==> config.mk <==
export PLATFORM = sky130hd
export DESIGN_NAME = fetch_sequencer_flat
export DESIGN_NICKNAME = d
export VERILOG_FILES = /design/src/rtl/fetch_sequencer_if.sv /design/src/rtl/fetch_sequencer.sv /design/src/flat_wrapper.sv
export SDC_FILE = /design/constraint.sdc
export NUM_CORES = 1
export LEC_CHECK = 0
export BUFFER_PORTS_ARGS = -buffer_cell sky130_fd_sc_hd__clkbuf_2
export CORE_MARGIN = 3
export CORE_UTILIZATION = 54
export DETAILED_ROUTE_END_ITERATION = 16
export PLACE_DENSITY = 0.95
export SLEW_MARGIN = 10
export SYNTH_ARGS = -nofsm -noshare
export SYNTH_HDL_FRONTEND = slang
export SYNTH_SLANG_ARGS = --single-unit
export TNS_END_PERCENT = 5
==> constraint.sdc <==
create_clock -name clk -period 3.7 [get_ports clk]
set_clock_uncertainty 0.15 [all_clocks]
set_input_delay 0.185 -clock clk [delete_from_list [all_inputs] [get_ports clk]]
set_output_delay 0.185 -clock clk [all_outputs]
set_load 0.01 [all_outputs]
==> src/rtl/fetch_sequencer_if.sv <==
// fetch_sequencer_if
//   Bundles the instruction-ROM bus, the decode-side output buffer handshake
//   and the downstream control inputs (redirect, halt) of fetch_sequencer.
//
// Signals
//   imem_addr        fetch -> ROM      byte address (= pc)
//   imem_instr       ROM -> fetch      combinational ROM data for imem_addr
//   redirect_valid   ctrl -> fetch     branch/JR taken this cycle
//   redirect_target  ctrl -> fetch     new PC when redirect_valid
//   halt_req         ctrl -> fetch     stop fetching after the current capture
//   inst_valid       fetch -> decode   inst_out/inst_pc hold a live entry
//   inst_ready       decode -> fetch   decode consumes the entry this cycle
//   inst_out         fetch -> decode   registered instruction word
//   inst_pc          fetch -> decode   address the word was fetched from
//   halted           fetch -> ctrl     1 while the sequencer is halted
//
// Handshake: an entry transfers on a cycle where inst_valid & inst_ready are
// both high at the rising edge. While inst_valid is high and inst_ready is
// low, inst_out/inst_pc stay stable. inst_valid never depends
// combinationally on inst_ready.
//
// modport master: the fetch sequencer.  modport slave: ROM/decode/control.

interface fetch_sequencer_if;
   logic [31:0] imem_addr;
   logic [31:0] imem_instr;
   logic        redirect_valid;
   logic [31:0] redirect_target;
   logic        halt_req;
   logic        inst_valid;
   logic        inst_ready;
   logic [31:0] inst_out;
   logic [31:0] inst_pc;
   logic        halted;

   modport master (
      output imem_addr, inst_valid, inst_out, inst_pc, halted,
      input  imem_instr, redirect_valid, redirect_target, halt_req, inst_ready
   );

   modport slave (
      input  imem_addr, inst_valid, inst_out, inst_pc, halted,
      output imem_instr, redirect_valid, redirect_target, halt_req, inst_ready
   );
endinterface

==> src/rtl/fetch_sequencer.sv <==
// fetch_sequencer
//   Owns the PC of the MIPS core, drives the combinational instruction ROM
//   and registers each fetched word into a one-entry output buffer toward
//   decode. J/JAL are pre-decoded so their target is fetched with no bubble.
//   Redirects (branch/JR resolved downstream) and a halt request are accepted.
//
// Ports
//   clk        in   rising-edge clock
//   reset      in   asynchronous active-low reset
//   bus        ---  fetch_sequencer_if.master (ROM bus, decode handshake,
//                   redirect/halt control, halted status)
//   state_dbg  out  current FSM state (0 BOOT, 1 RUN, 2 HALTED)

module fetch_sequencer #(
   parameter logic [31:0] RESET_PC = 32'h0000_0000
) (
   input  logic                clk,
   input  logic                reset,
   fetch_sequencer_if.master   bus,
   output logic [1:0]          state_dbg
);

   typedef enum logic [1:0] {
      BOOT   = 2'd0,
      RUN    = 2'd1,
      HALTED = 2'd2
   } state_t;

   state_t      state;
   logic [31:0] pc;
   logic [31:0] pc4;
   logic [31:0] npc;
   logic        inst_valid_q;
   logic [31:0] inst_out_q;
   logic [31:0] inst_pc_q;
   logic        redirect;
   logic        capture;
   logic        is_jump;

   assign pc4     = pc + 32'd4;
   assign is_jump = (bus.imem_instr[31:26] == 6'h02) ||
                    (bus.imem_instr[31:26] == 6'h03);

   // J/JAL target is formed from the word being captured so the next fetch
   // already lands on the target; there is no delay slot.
   always_comb begin
      npc = pc4;
      if (is_jump)
         npc = {pc4[31:28], bus.imem_instr[25:0], 2'b00};
   end

   // Redirects are ignored while booting.
   assign redirect = bus.redirect_valid && (state != BOOT);
   // A redirect in the same cycle suppresses capture of the wrong-path word.
   assign capture  = (state == RUN) && (!inst_valid_q || bus.inst_ready) &&
                     !bus.redirect_valid;

   always_ff @(posedge clk or negedge reset) begin
      if (!reset) begin
         state        <= BOOT;
         pc           <= RESET_PC;
         inst_valid_q <= 1'b0;
         inst_out_q   <= 32'h0;
         inst_pc_q    <= 32'h0;
      end else begin
         if (state == BOOT) begin
            state <= RUN;
         end else if (redirect) begin
            // Buffered word is discarded even if decode is taking it now.
            pc           <= bus.redirect_target & 32'hFFFF_FFFC;
            inst_valid_q <= 1'b0;
            state        <= RUN;
         end else if (capture) begin
            inst_out_q   <= bus.imem_instr;
            inst_pc_q    <= pc;
            inst_valid_q <= 1'b1;
            pc           <= npc;
            if (bus.halt_req)
               state <= HALTED;
         end else if (inst_valid_q && bus.inst_ready) begin
            // Only reachable in HALTED: drain the last entry.
            inst_valid_q <= 1'b0;
         end
      end
   end

   assign bus.imem_addr  = pc;
   assign bus.inst_valid = inst_valid_q;
   assign bus.inst_out   = inst_out_q;
   assign bus.inst_pc    = inst_pc_q;
   assign bus.halted     = (state == HALTED);
   assign state_dbg      = state;

endmodule

==> src/flat_wrapper.sv <==
// flat-port wrapper written by rule: the top's interface ports become plain ports
module fetch_sequencer_flat 
#(
   parameter logic [31:0] RESET_PC = 32'h0000_0000
)
  (clk, reset, state_dbg, bus_imem_addr, bus_inst_valid, bus_inst_out, bus_inst_pc, bus_halted, bus_imem_instr, bus_redirect_valid, bus_redirect_target, bus_halt_req, bus_inst_ready);
  fetch_sequencer_if bus_i ();
  input  logic clk;
  input  logic reset;
  output logic [1:0] state_dbg;
  output wire logic [$bits(bus_i.imem_addr)-1:0] bus_imem_addr;
  output wire logic [$bits(bus_i.inst_valid)-1:0] bus_inst_valid;
  output wire logic [$bits(bus_i.inst_out)-1:0] bus_inst_out;
  output wire logic [$bits(bus_i.inst_pc)-1:0] bus_inst_pc;
  output wire logic [$bits(bus_i.halted)-1:0] bus_halted;
  input wire logic [$bits(bus_i.imem_instr)-1:0] bus_imem_instr;
  input wire logic [$bits(bus_i.redirect_valid)-1:0] bus_redirect_valid;
  input wire logic [$bits(bus_i.redirect_target)-1:0] bus_redirect_target;
  input wire logic [$bits(bus_i.halt_req)-1:0] bus_halt_req;
  input wire logic [$bits(bus_i.inst_ready)-1:0] bus_inst_ready;
  assign bus_imem_addr = bus_i.imem_addr;
  assign bus_inst_valid = bus_i.inst_valid;
  assign bus_inst_out = bus_i.inst_out;
  assign bus_inst_pc = bus_i.inst_pc;
  assign bus_halted = bus_i.halted;
  assign bus_i.imem_instr = bus_imem_instr;
  assign bus_i.redirect_valid = bus_redirect_valid;
  assign bus_i.redirect_target = bus_redirect_target;
  assign bus_i.halt_req = bus_halt_req;
  assign bus_i.inst_ready = bus_inst_ready;
  fetch_sequencer #(.RESET_PC(RESET_PC)) u_core (.clk(clk), .reset(reset), .bus(bus_i), .state_dbg(state_dbg));
endmodule
==> results.tsv <==
stage	metric	value	unit
die	Starting Density	0.565	
die	standard cell core area	8380	sq um
placed_design	estimated wirelength of the detail-placed design	10900	microns
clock_tree	number of clock sinks seen by CTS	95	
setup_path	startpoint of the worst setup timing path	u_core.state_dbg[1]	
setup_path	Worst EP arrival	2.73	ns
hold_path	worst hold path class	in2reg	
finish	post-layout utilization of the core	0.752	
routing	via count	5183	
setup_path	startpoint class of the critical path	flop	
die	I/O pin total	169	
finish	final instance area	6300	sq um
placed_design	Routability Congestion	0.920	
synth	combined area of all synthesized cells	4740	sq um
global_routing	global-route wire length before repair	26300	microns
global_routing	via count of the first global-routing pass	5126	
power	combinational group share of total power	0.298	
power	net switching power figure	1.18	mW
power	sequential share of power	0.473	
setup_path	critical path cell sequence	or2_2 > o211ai_2 > buf_4 > or4_1 > o21ai_0 > or3_1	
clock_tree	clock slew seen by the registers of the worst setup and hold paths	0.10	ns
power	LEAKAGE	3.17	nW
setup_path	worst-case reg-to-reg path depth	6	
timing	Final Hold Violating Endpoints	0	
global_routing	largest net degree at the start of global routing	65	
routing	via density per instance	6.03	
clock_tree	Clock Path Buffers	2	
die	vertical extent of the die	99.7	microns
synth	Async S/R FF share, synth	1.00	
global_routing	number of antenna violations at the first check in global routing	0	
timing	number of setup violations in the final report	0	
finish	synthesis-to-layout area growth	33.1	%
power	internal power summed over all cells	2.00	mW
routing	Total Routed Length	16200	microns
global_routing	overflow left after global routing	0	
timing	slew of the pin with the lowest slew margin	0.827	ns
outcome	result of the run	complete, no violations	
clock_tree	CTS H-Tree Depth	3	
timing	Max Slew Vio Count	0	
setup_path	Crit-path slowest cell	dfrtp_1	
synth	number of library cell types mapped by synthesis	58	
setup_path	register-to-register path setup slack	1.14	ns
synth	count of flip-flops with a built-in enable after synthesis	0	
power	proportion of total power due to net switching	0.371	
timing	Fmax	391	MHz
hold_path	startpoint of the worst hold path	bus_redirect_target[2]	
power	Max VDD drop	284	uV
setup_path	worst-path fanout max	18	
synth	Mapped Cells	550	
clock_tree	library cell used as clock root buffer	clkbuf_8	
timing	RSZ-0062 raised after global routing	no	
synth	YS warnings	0	
synth	Synth Register Bits	95	
finish	fraction of layout cells with a size suffix above 1	0.262	
hold_path	Hold Path Cell Cnt	3	
setup_path	worst reg2reg path endpoint	u_core.bus.imem_addr[24]	
power	relative contribution of the clock network to total power	0.230	
setup_path	critical path type	reg2reg	
routing	WL/cell	18.8	microns
timing	fin crit period	2.56	ns
routing	DR DRC count	0	
placed_design	number of port buffers	162	
job	max-cap violation count	0	
setup_path	largest stage delay on the critical path	0.49	ns
clock_tree	CTS tree	done	
clock_tree	number of clock buffers inserted by TritonCTS	9	
routing	initial drt markers	669	
setup_path	CP Data Required Time	3.87	ns
finish	count of antenna diodes in the layout	0	
routing	post-route antenna net violation count	0	
setup_path	critical path capture point type	flop	
timing	Sum Neg Setup Slack	0	ns
die	full die area	9930	sq um
setup_path	beginning of the worst register-to-register path	u_core.state_dbg[1]	
global_routing	overall fraction of global-route tracks in use	0.334	
routing	detailed-routing iteration count for the pre-antenna-repair pass	5	
die	standard-cell rows	33	
die	horizontal extent of the die	99.7	microns
power	power density relative to cell area	504	nW/um^2
clock_tree	clock latency at the later pin of the worst-skew pair	0.37	ns
synth	Avg Cell Area, Syn	8.61	sq um
placed_design	Placed Area	5590	sq um
hold_path	sink of the worst hold path	u_core.bus.imem_addr[2]	
timing	crit share post-route	0.691	
synth	sequential area share after synthesis	0.502	
finish	layout net count	820	
timing	worst slew margin relative to its limit	0.448	
synth	most common flop cell mapped by yosys	dfrtp_1	
==> critical path, delay by kind of cell, from the launching register on <==
| family | cells | cell delay [ns] |
|---|---|---|
| simple gates | 3 | 1.01 |
| compound gates | 2 | 0.53 |
| flops | 1 | 0.49 |
| buf+inv | 1 | 0.31 |
==> layout by cell type, fill, tap and decap left out, types with 3 or more instances in the layout <==
| master | instances |
|---|---|
| a21oi_1 | 11 |
| a22oi_1 | 4 |
| a31oi_1 | 6 |
| a32oi_1 | 13 |
| and3_1 | 9 |
| buf_4 | 9 |
| clkbuf_2 | 161 |
| clkbuf_8 | 11 |
| conb_1 | 4 |
| dfrtp_1 | 95 |
| dlygate4sd3_1 | 50 |
| inv_1 | 5 |
| nand2_1 | 195 |
| nand2b_1 | 6 |
| nand3_1 | 17 |
| nand4_1 | 9 |
| nor2_1 | 22 |
| nor3_1 | 11 |
| nor4_1 | 5 |
| o211ai_1 | 3 |
| o21ai_0 | 35 |
| o221ai_1 | 4 |
| or3_1 | 7 |
| or4_1 | 3 |
| xnor2_1 | 7 |
| xor2_1 | 7 |
==> cells by family after synthesis <==
| kind of cell | synth area share |
|---|---|
| AOI/OAI and AO/OA | 0.137 |
| xor gates and xnor gates | 0.0259 |
| adders and majority gates | 0.00264 |
| buffers and inverters | 0.0378 |
| DFF | 0.502 |
| muxes | 0.00211 |
| other | 0.000792 |
| and+or+nand+nor | 0.291 |
==> cell usage after synthesis (all sizes together) (6+ instances only) <==
cell type / count / area share
nand2: 196 / 0.16
o21ai: 37 / 0.039
a21oi: 11 / 0.012
or3: 7 / 0.0092
a31oi: 6 / 0.0079
a32oi: 13 / 0.024
buf: 14 / 0.018
nand4: 11 / 0.021
nor3: 13 / 0.018
dfrtp: 95 / 0.50
nor2: 22 / 0.017
nand3: 19 / 0.022
and3: 9 / 0.012
nand2b: 6 / 0.0079
clkbuf: 20 / 0.016
xor2: 7 / 0.013
xnor2: 7 / 0.013
==> worst max path at each step <==
| stage | to | slack [ns] | cells past startpoint |
|---|---|---|---|
| final | u_core.bus.imem_addr[24] | 1.14 | 6 |
| after CTS | u_core.bus.imem_addr[13] | 1.20 | 8 |
| after global placement | u_core.bus.imem_addr[24] | 1.28 | 6 |
| after global routing | u_core.bus.imem_addr[13] | 1.02 | 8 |
| after detailed placement | u_core.bus.imem_addr[2] | 1.21 | 6 |
| after floorplan | u_core.bus.imem_addr[24] | 1.64 | 6 |
==> per-stage QoR <==
stage | power, mW | setup slack [ns] | hold WS (ns) | std cells
floorplan | 1.96 | 1.64 | -0.261 | 553
global placement | 2.34 | 1.28 | 0.163 | 794
detailed placement | 2.39 | 1.21 | 0.177 | 794
CTS | 3.15 | 1.20 | 0.00191 | 860
global route | 3.34 | 1.02 | 0.0279 | 860
finish | 3.18 | 1.14 | 0.00203 | 860
==> cell type report <==
type                       instances  area (sq um)
sequential                        95          2380
inverter                           5          18.8
clock buffer                      12           155
multi-input combinational        419          2190
tap                              105           131
fill                             586          2080
timing repair buffer             220          1370
clock inverter                     4          53.8
==> sequential cells by signal, summed over array words and instances (netlist names) <==
signal,cells
u_core.bus.imem_addr,30
u_core.bus.inst_out,32
u_core.bus.inst_pc,30
u_core.bus.inst_valid,1
u_core.state_dbg,2
==> power groups by stage <==
stage / clock, mW / sequential [mW] / combinational, mW
floorplan: 0 / 1.56 / 0.396
global placement: 0 / 1.49 / 0.855
detailed placement: 0 / 1.51 / 0.886
CTS: 0.724 / 1.49 / 0.934
global route: 0.764 / 1.53 / 1.04
finish: 0.730 / 1.50 / 0.947
==> timing repair <==
action,in CTS,in global routing
hold buffers,50,0
endpoints found under the hold margin,116,0
gates resized for setup,0,0
buffers inserted,0,0
==> metal layers <==
metal,vias up,GRT usage,wire [microns]
met1,2422,0.441,5980
met4,0,0.187,823
met3,89,0.0617,1760
met5,-,0,0
met2,377,0.522,7640
li1,2295,-,-
(Power assumes the default switching activity.)
